--- src/rtl/gtxe2_chnl_rx_10x8dec.sv ---
// Two-stage 10b/8b receive decoder with running-disparity tracking and per-byte flags.
// Define GTXE2_CHNL_RX_10X8DEC_COMMA_EN to enable the RXCHARISCOMMA comma detector.
module gtxe2_chnl_rx_10x8dec #(
  parameter int iwidth = 20,
  parameter int owidth = 16
) (
  input  logic                   clk,
  input  logic                   reset,
  input  logic                   RX8B10BEN,
  input  logic [iwidth-1:0]      data_in,
  input  logic                   valid_in,
  output logic [owidth-1:0]      data_out,
  output logic                   valid_out,
  output logic [iwidth/10-1:0]   RXCHARISK,
  output logic [iwidth/10-1:0]   RXDISPERR,
  output logic [iwidth/10-1:0]   RXNOTINTABLE,
  output logic [iwidth/10-1:0]   RXCHARISCOMMA,
  output logic                   disparity
);

  localparam int NSym = iwidth / 10;

  // Returns {legal, EDCBA} for a 6b sub-block in either disparity.
  function automatic logic [5:0] dec6(input logic [5:0] c);
    logic [5:0] r;
    case (c)
      6'b100111, 6'b011000: r = {1'b1, 5'd0};
      6'b011101, 6'b100010: r = {1'b1, 5'd1};
      6'b101101, 6'b010010: r = {1'b1, 5'd2};
      6'b110001:            r = {1'b1, 5'd3};
      6'b110101, 6'b001010: r = {1'b1, 5'd4};
      6'b101001:            r = {1'b1, 5'd5};
      6'b011001:            r = {1'b1, 5'd6};
      6'b111000, 6'b000111: r = {1'b1, 5'd7};
      6'b111001, 6'b000110: r = {1'b1, 5'd8};
      6'b100101:            r = {1'b1, 5'd9};
      6'b010101:            r = {1'b1, 5'd10};
      6'b110100:            r = {1'b1, 5'd11};
      6'b001101:            r = {1'b1, 5'd12};
      6'b101100:            r = {1'b1, 5'd13};
      6'b011100:            r = {1'b1, 5'd14};
      6'b010111, 6'b101000: r = {1'b1, 5'd15};
      6'b011011, 6'b100100: r = {1'b1, 5'd16};
      6'b100011:            r = {1'b1, 5'd17};
      6'b010011:            r = {1'b1, 5'd18};
      6'b110010:            r = {1'b1, 5'd19};
      6'b001011:            r = {1'b1, 5'd20};
      6'b101010:            r = {1'b1, 5'd21};
      6'b011010:            r = {1'b1, 5'd22};
      6'b111010, 6'b000101: r = {1'b1, 5'd23};
      6'b110011, 6'b001100: r = {1'b1, 5'd24};
      6'b100110:            r = {1'b1, 5'd25};
      6'b010110:            r = {1'b1, 5'd26};
      6'b110110, 6'b001001: r = {1'b1, 5'd27};
      6'b001110:            r = {1'b1, 5'd28};
      6'b101110, 6'b010001: r = {1'b1, 5'd29};
      6'b011110, 6'b100001: r = {1'b1, 5'd30};
      6'b101011, 6'b010100: r = {1'b1, 5'd31};
      default:              r = 6'd0;
    endcase
    return r;
  endfunction

  // Returns {legal, HGF}; D.x.7 accepts both primary and alternate forms.
  function automatic logic [3:0] dec4(input logic [3:0] c);
    logic [3:0] r;
    case (c)
      4'b1011, 4'b0100:                   r = {1'b1, 3'd0};
      4'b1001:                            r = {1'b1, 3'd1};
      4'b0101:                            r = {1'b1, 3'd2};
      4'b1100, 4'b0011:                   r = {1'b1, 3'd3};
      4'b1101, 4'b0010:                   r = {1'b1, 3'd4};
      4'b1010:                            r = {1'b1, 3'd5};
      4'b0110:                            r = {1'b1, 3'd6};
      4'b1110, 4'b0001, 4'b0111, 4'b1000: r = {1'b1, 3'd7};
      default:                            r = 4'd0;
    endcase
    return r;
  endfunction

  // Returns {is_k, byte} for the twelve control characters.
  function automatic logic [8:0] deck(input logic [9:0] c);
    logic [8:0] r;
    case (c)
      10'b0011110100, 10'b1100001011: r = {1'b1, 8'h1C};
      10'b0011111001, 10'b1100000110: r = {1'b1, 8'h3C};
      10'b0011110101, 10'b1100001010: r = {1'b1, 8'h5C};
      10'b0011110011, 10'b1100001100: r = {1'b1, 8'h7C};
      10'b0011110010, 10'b1100001101: r = {1'b1, 8'h9C};
      10'b0011111010, 10'b1100000101: r = {1'b1, 8'hBC};
      10'b0011110110, 10'b1100001001: r = {1'b1, 8'hDC};
      10'b0011111000, 10'b1100000111: r = {1'b1, 8'hFC};
      10'b1110101000, 10'b0001010111: r = {1'b1, 8'hF7};
      10'b1101101000, 10'b0010010111: r = {1'b1, 8'hFB};
      10'b1011101000, 10'b0100010111: r = {1'b1, 8'hFD};
      10'b0111101000, 10'b1000010111: r = {1'b1, 8'hFE};
      default:                        r = 9'd0;
    endcase
    return r;
  endfunction

  logic [iwidth-1:0] s1_data_q;
  logic              s1_en_q, s1_valid_q;
  logic [owidth-1:0] dout_q, dout_d;
  logic              valid_q;
  logic [NSym-1:0]   isk_q, isk_d, derr_q, derr_d, nit_q, nit_d;
  logic              disp_q, disp_d;
`ifdef GTXE2_CHNL_RX_10X8DEC_COMMA_EN
  logic [NSym-1:0]   comma_q, comma_d;
`endif

  logic       rd;
  logic [9:0] sym;
  int         ones;
  logic [8:0] kres;
  logic [5:0] r6;
  logic [3:0] r4;

  always_comb begin
    dout_d = dout_q;
    isk_d  = isk_q;
    derr_d = derr_q;
    nit_d  = nit_q;
    disp_d = disp_q;
`ifdef GTXE2_CHNL_RX_10X8DEC_COMMA_EN
    comma_d = comma_q;
`endif
    rd   = disp_q;
    sym  = '0;
    ones = 0;
    kres = '0;
    r6   = '0;
    r4   = '0;
    if (s1_valid_q) begin
      if (s1_en_q) begin
        for (int n = 0; n < NSym; n++) begin
          sym  = s1_data_q[n*10 +: 10];
          ones = $countones(sym);
          kres = deck(sym);
          r6   = dec6(sym[9:4]);
          r4   = dec4(sym[3:0]);
          isk_d[n]          = 1'b0;
          derr_d[n]         = 1'b0;
          nit_d[n]          = 1'b0;
          dout_d[n*8 +: 8]  = 8'h00;
          if (ones < 4 || ones > 6) begin
            nit_d[n] = 1'b1;
          end else if (kres[8]) begin
            dout_d[n*8 +: 8] = kres[7:0];
            isk_d[n]         = 1'b1;
          end else if (r6[5] && r4[3]) begin
            dout_d[n*8 +: 8] = {r4[2:0], r6[4:0]};
          end else begin
            nit_d[n] = 1'b1;
          end
          if (!nit_d[n]) derr_d[n] = (ones == 6 && rd) || (ones == 4 && !rd);
          // Disparity follows the symbol's own imbalance, even after an error.
          if (ones == 6) rd = 1'b1;
          else if (ones == 4) rd = 1'b0;
`ifdef GTXE2_CHNL_RX_10X8DEC_COMMA_EN
          comma_d[n] = isk_d[n] && (dout_d[n*8 +: 8] == 8'h3C || dout_d[n*8 +: 8] == 8'hBC ||
                                    dout_d[n*8 +: 8] == 8'hFC);
`endif
        end
        disp_d = rd;
      end else begin
        dout_d = s1_data_q[owidth-1:0];
        isk_d  = '0;
        derr_d = '0;
        nit_d  = '0;
`ifdef GTXE2_CHNL_RX_10X8DEC_COMMA_EN
        comma_d = '0;
`endif
      end
    end
  end

  always_ff @(posedge clk or posedge reset) begin
    if (reset) begin
      s1_data_q  <= '0;
      s1_en_q    <= 1'b0;
      s1_valid_q <= 1'b0;
      dout_q     <= '0;
      valid_q    <= 1'b0;
      isk_q      <= '0;
      derr_q     <= '0;
      nit_q      <= '0;
      disp_q     <= 1'b0;
`ifdef GTXE2_CHNL_RX_10X8DEC_COMMA_EN
      comma_q    <= '0;
`endif
    end else begin
      s1_valid_q <= valid_in;
      if (valid_in) begin
        s1_data_q <= data_in;
        s1_en_q   <= RX8B10BEN;
      end
      valid_q <= s1_valid_q;
      dout_q  <= dout_d;
      isk_q   <= isk_d;
      derr_q  <= derr_d;
      nit_q   <= nit_d;
      disp_q  <= disp_d;
`ifdef GTXE2_CHNL_RX_10X8DEC_COMMA_EN
      comma_q <= comma_d;
`endif
    end
  end

  assign data_out     = dout_q;
  assign valid_out    = valid_q;
  assign RXCHARISK    = isk_q;
  assign RXDISPERR    = derr_q;
  assign RXNOTINTABLE = nit_q;
  assign disparity    = disp_q;
`ifdef GTXE2_CHNL_RX_10X8DEC_COMMA_EN
  assign RXCHARISCOMMA = comma_q;
`else
  assign RXCHARISCOMMA = '0;
`endif

endmodule

--- config.mk ---
export PLATFORM = sky130hd
export DESIGN_NAME = gtxe2_chnl_rx_10x8dec
export DESIGN_NICKNAME = d
export VERILOG_FILES = /design/src/rtl/gtxe2_chnl_rx_10x8dec.sv
export SDC_FILE = /design/constraint.sdc
export NUM_CORES = 1
export LEC_CHECK = 0
export CAP_MARGIN = 30
export CORE_MARGIN = 2
export CORE_UTILIZATION = 34
export DETAILED_ROUTE_END_ITERATION = 10
export PLACE_DENSITY = 0.55
export SKIP_LAST_GASP = 1
export SLEW_MARGIN = 40
export SYNTH_ARGS = -nofsm -noshare
export SYNTH_HDL_FRONTEND = slang
export SYNTH_SLANG_ARGS = --single-unit
--- constraint.sdc ---
create_clock -name clk -period 5 [get_ports clk]
set_input_delay 1.5 -clock clk [delete_from_list [all_inputs] [get_ports clk]]
set_output_delay 1.5 -clock clk [all_outputs]
set_load 0.05 [all_outputs]
# Word level (Yosys, flattened, before mapping)
# Memory sizes are Yosys's and may differ from the RTL's.
# Index checks and enable logic that the tools add are counted.
dict set report word_totals {
  ff_bits 46
  word_cells 170
  mem_bits_ro 896
  input_bits 24
  memories 4
}
# memory words width rd rd_ports_with_merged_regs wr line
set mem_list {}
lappend mem_list {{(no name shown)} 64 6 1 0 0 26} ;# case (c)
lappend mem_list {{(no name shown)} 64 6 1 0 0 26}
lappend mem_list {{(no name shown)} 16 4 1 0 0 67} ;# case (c)
lappend mem_list {{(no name shown)} 16 4 1 0 0 67}
dict set report classes {
  n_mux 46
  add_sub_neg 18
  order_cmp 4
  eq_ne 52
  n_reduce_logical 37
}
# cell count
set ops {}
lappend ops {{$eq A10 B10 Y1 const B} 24}
lappend ops {{$pmux W9 S12} 2}
lappend ops {{$eq A10 B8 Y1 const B} 18}
lappend ops {{$mux W8} 6}
lappend ops {{$reduce_or A2 Y1} 24}
lappend ops {{$eq A10 B9 Y1 const B} 4}
lappend ops {{$mux W9} 4}
lappend ops {{$mux W6} 4}
lappend ops {{$mux W1} 22}
lappend ops {{$add A1 B1 Y2} 10}
lappend ops {{$eq A10 B7 Y1 const B} 2}
lappend ops {{$eq A5 B3 Y1 const B} 4}
lappend ops {{$mux W16} 1}
lappend ops {{$mux W4} 4}
lappend ops {{$add A2 B2 Y3} 4}
lappend ops {{$add A4 B2 Y5} 2}
lappend ops {{$gt A5 B3 Y1 const B} 2}
lappend ops {{$lt A5 B3 Y1 const B} 2}
lappend ops {{$add A3 B3 Y4} 2}
lappend ops {{$logic_and A1 B1 Y1} 6}
lappend ops {{$mux W2} 3}
lappend ops {{$logic_or A1 B1 Y1} 4}
lappend ops {{$logic_not A1 Y1} 2}
lappend ops {{$reduce_and A2 Y1} 1}

# Logic depth before layout (Yosys ltp)
dict set report depth {
  ltp_word 14
  ltp_mapped 15
}

# Worst setup path before layout
# No wires, ideal clock.
dict set report synth_path {
  path_type {register -> register}
  from {reg s1_data_q[3]}
  to {reg derr_q[1], in the netlist RXDISPERR[1]}
  n_path_buf 1
  path_stages_with_launch 15
  period_less_slack_ns 3.930
  arrival_ns 3.809
  setup_slack_ns 1.070
  setup_time_ns 0.122
  path_cell_list {dfrtp_1 > buf_2 > clkinv_1 > fa_1 > fa_1 > fa_1 > inv_1 > ha_1 > fa_1 > a211oi_1 > mux2i_1 > or3_1 > o21ai_0 > xor2_1 > a32o_1}
}
dict set report synth_between {
  elab_chain_cells 14
}
# item line
set synth_lines {}
lappend synth_lines {{start: declaration} 102} ;# logic [iwidth-1:0] s1_data_q;
lappend synth_lines {{start signal: assignment} 195} ;# s1_data_q <= data_in;
lappend synth_lines {{$add A1 B1 Y2 (not written as such) (*)} 138} ;# ones = $countones(sym);
lappend synth_lines {{$add A2 B2 Y3 (not written as such) (*)} 138}
lappend synth_lines {{$add A3 B3 Y4 (not written as such) (*)} 138}
lappend synth_lines {{$add A4 B2 Y5 (not written as such) (*)} 138}
lappend synth_lines {{$eq A5 B3 Y1} 159} ;# else if (ones == 4) rd = 1'b0;
lappend synth_lines {{$mux W1} 159}
lappend synth_lines {{$mux W1 (*)} 158} ;# if (ones == 6) rd = 1'b1;
lappend synth_lines {{$mux W1 (*)} 135} ;# if (s1_en_q) begin
lappend synth_lines {{$mux W1 (*)} 134} ;# if (s1_valid_q) begin
lappend synth_lines {{$logic_not A1 Y1} 156} ;# if (!nit_d[n]) derr_d[n] = (ones == 6 && rd) || (ones == 4 && !rd);
lappend synth_lines {{$logic_and A1 B1 Y1} 156}
lappend synth_lines {{$logic_or A1 B1 Y1 (*)} 156}
lappend synth_lines {{$mux W1 (*)} 156}
lappend synth_lines {{$mux W2 (*)} 135}
lappend synth_lines {{end signal: assignment} 201} ;# derr_q <= derr_d;
lappend synth_lines {{end: declaration} 106} ;# logic [NSym-1:0] isk_q, isk_d, derr_q, derr_d, nit_q, nit_d;
# Mark *: on every way between the ends. The rest lies on a longest branch, timed or not. The select of a mux whose other input is x is not followed.
# A chain may end at the register's enable or synchronous reset.

# Worst setup path in the final report
dict set report layout_path {
  from {reg s1_data_q[3]}
  to {reg dout_q[0], in the netlist data_out[0]}
}
dict set report layout_between {
  elab_chain_cells 8
}
# item line
set layout_lines {}
lappend layout_lines {{$add A1 B1 Y2 (not written as such), or another cell as far along} 138}
lappend layout_lines {{$add A2 B2 Y3 (not written as such), or another cell as far along} 138}
lappend layout_lines {{$add A3 B3 Y4 (not written as such), or another cell as far along} 138}
lappend layout_lines {{$add A4 B2 Y5 (not written as such), or another cell as far along} 138}
lappend layout_lines {{$lt A5 B3 Y1, or another cell as far along} 146} ;# if (ones < 4 || ones > 6) begin
lappend layout_lines {{$logic_or A1 B1 Y1 or $mux W8 (tied branches)} {146, 148}}
lappend layout_lines {{$mux W8 (*)} 146}
lappend layout_lines {{$mux W16 (*)} 135}
lappend layout_lines {{end signal: assignment} 199} ;# dout_q <= dout_d;
lappend layout_lines {{end: declaration} 104} ;# logic [owidth-1:0] dout_q, dout_d;
# Marks and branches as above.

==> metrics.txt <==
status completed; relative slew slack 42.9%; max cap viols 0; final worst path period share 90.2%; Clk pin slew, worst setup/hold paths around 0.07 ns; buffer levels on the longest clock path 2; Fin Clk Skew 0.00501 ns; Post-route DRC 0; CTS Sinks 46; CTS buffer count 5; critical path class register to register; Mapped Area 4670 sq um; top cells by area, synth dfrtp_1, ha_1, o21ai_0, fa_1, nand2_1; CP required around 5.2 ns; HP Class register to register; fin. max-slew vios 0; vias per std cell 5.71; Synth Register Bits 46; Yosys warning count 0; CTS tree built; register area share after synthesis 24.7%; detailed placement HPWL 10.3 mm; initial antenna violation count 0; endpoints failing setup 0; Antenna Cells 0; clk_lat worst skew 0.30 ns; Detail Route Antenna Nets 0; # port buffers between 40 and 50; post-synth cell types 76; Hold WS 0.545 ns; post-synthesis async set-or-reset flop share 100%; Mapped Cells 569; gr usage total 19.4%; Final WS setup 0.492 ns; vias in the first global route between 4000 and 5000; nature of the critical path startpoint register; GRT overflow 0; final design utilization about two fifths; DIE AREA roughly 15000 sq um; slowest CP cell dfrtp_1; Critical Path AT roughly 4.7 ns; core box area 13300 sq um; number of enable flip-flop cells after synthesis 0; Syn Area/Cell 8.21 sq um; Critical Path Max Stage Delay 0.68 ns; crit path max fanout 19; Slew @ Worst Pin approximately 0.85 ns; Critical Path, Cell by Cell clkinv_1 -> fa_1 -> fa_1 -> fa_1 -> inv_1 -> ha_1 -> fa_1 -> a211oi_1 -> mux2_2 -> nand3_1 -> a211oi_1 -> and4_1 -> a221o_1; Power Dens Cells 362 nW/um^2; post-CTS resize count 0; Final nets 654; final worst path period need 4.51 ns; setup total negative slack 0 ns; first-pass GRT wire length 22.7 mm; fmax about 220 MHz; post-synth top area cell dfrtp_1; Setup Buffers After CTS 0; routed len/inst 18.1 microns; Chip Height 121 microns; Post-synth top flop dfrtp_1; Final Hold Vio Count 0; worst vdd ir ~0.00025 V; Iter 0 DRT Violations 310; via count 4393; wirelength, routed 13.9 mm; # IOs 50; Initial Utilization between 30% and 40%; Die Wd 121 microns; hold buffer count at cts 0; crit-path most repeated cell fa_1; share of cells above drive strength 1 8.25%; Leakage ~2.2 nW; CP Capture Type register; largest net degree at the start of global routing 47; Area Growth Syn to Fin 15.8%; RSZ-0062 raised after global routing no; Synth top area share 24.7%; Setup WS pre-CTS 0.541 ns; DRT Pass-1 Iters 5; Core Rows 42; GPL Wtd Cong 0.926; CTS H-Tree Depth 2; clock root buffer master clkbuf_16
==> sequential cells by signal (all words and copies together) (netlist names) <==
signal / count
s1_valid_q: 1
s1_data_q: 20
s1_en_q: 1
data_out: 16
RXDISPERR: 2
disparity: 1
RXCHARISK: 2
RXNOTINTABLE: 2
valid_out: 1
==> per-layer routing <==
metal / vias to the layer above / wire [microns] / GRT usage [%]
met1: 2123 / 6620 / 28.0
met2: 116 / 6290 / 30.0
met5: - / 0 / 0
met3: 19 / 703 / 2.82
li1: 2135 / - / -
met4: 0 / 303 / 5.75
==> synth_stat cells (4+ instances only) <==
cell type and count:
o22ai_1 8, nand3b_1 6, nor2b_1 15, a221oi_1 4, a311oi_1 5, mux2i_1 12, nand4_1 7, nor3_1 7
nand3_1 11, nand4b_1 4, fa_1 12, mux2_2 9, nand2b_1 14, and2_1 6, a22oi_1 10, a211oi_1 15
a211o_1 5, a31oi_1 9, nor2_1 36, buf_2 14, o21ai_0 54, o221ai_1 4, ha_1 25, clkbuf_1 17
dfrtp_1 46, nand2_1 52, or2_2 6, o211ai_1 5, inv_1 35, a21oi_1 34
==> final timing paths <==
path                                 endpoint    startpoint  depth (start not counted)  slack (ns)
worst max-delay path              data_out[0]  s1_data_q[3]                         13        0.49
worst min-delay path             RXDISPERR[1]  RXDISPERR[1]                          1        0.55
worst max register to register    data_out[0]  s1_data_q[3]                         13        0.49
worst min register to register   RXDISPERR[1]  RXDISPERR[1]                          1        0.55
max in group asynchronous       s1_data_q[12]         reset                          2        2.92
min in group asynchronous        s1_data_q[2]         reset                          2        1.63
==> kinds of logic after synthesis <==
| kind of cell | after synthesis | share of synthesized area (%) |
|---|---|---|
| XOR/XNOR | 4 | 0.750 |
| buffers and inverters | 77 | 7.15 |
| AND/OR/NAND/NOR | 188 | 21.8 |
| adder cells (fa/ha/maj) | 38 | 12.1 |
| multiplexers | 23 | 5.71 |
| other | 1 | 0.0803 |
| AO/OA/AOI/OAI | 192 | 27.8 |
| flip-flops | 46 | 24.7 |
==> worst max-delay path, delay by kind of cell, from the launching register on <==
family,cells,cell delay [ns]
muxes,1,0.24
adders and majority gates,5,2.10
DFF,1,0.68
and+or+nand+nor,2,0.37
AOI/OAI and AO/OA,3,0.78
buffers and inverters,2,0.26
==> metrics by stage <==
step	instance area, sq um	power (W)	cells
floorplan	4670	0.00127	570
global placement	5240	0.00155	762
detailed placement	5240	0.00156	762
CTS	5410	0.00196	770
global route	5410	0.00209	770
finish	5410	0.00196	770
==> cell type report <==
class | instances | area (sq um)
flip-flops and latches | 46 | 1150
well taps | 176 | 220
inverters | 37 | 141
repair buffers | 56 | 538
clock buffers | 5 | 125
multi-input cells | 447 | 3190
fillers | 1386 | 7940
clock inverters | 3 | 43.8
==> report_power, final <==
part | internal, W | leakage [nW] | switching (W)
registers | 0.000434 | 0.572 | 0.0000841
logic | 0.000406 | 1.52 | 0.000635
clock network | 0.000237 | 0.0842 | 0.000159
==> cells in the final DEF (no fill, tap or decap), drive strengths merged, types with 4 or more instances in the layout <==
cell type / synthesis / layout
nor2b: 15 / 15
a311oi: 6 / 6
inv: 35 / 36
nor3: 7 / 7
nor2: 36 / 36
nand2b: 14 / 14
nand3: 11 / 11
and2: 8 / 8
clkdlybuf4s50: 0 / 47
ha: 25 / 25
fa: 12 / 12
a22oi: 10 / 10
buf: 22 / 9
o211ai: 5 / 5
dfrtp: 46 / 46
mux2i: 12 / 12
o221ai: 4 / 4
a21oi: 34 / 34
a211o: 5 / 5
a31oi: 9 / 9
nor3b: 4 / 4
or2: 6 / 6
nand4b: 4 / 4
clkbuf: 18 / 5
nand2: 52 / 52
nand4: 8 / 8
mux2: 9 / 9
o22ai: 8 / 8
a211oi: 15 / 15
a221oi: 4 / 4
o21ai: 54 / 54
and3: 5 / 5
nand3b: 6 / 6
No activity file was read; power rests on OpenSTA's default activity.
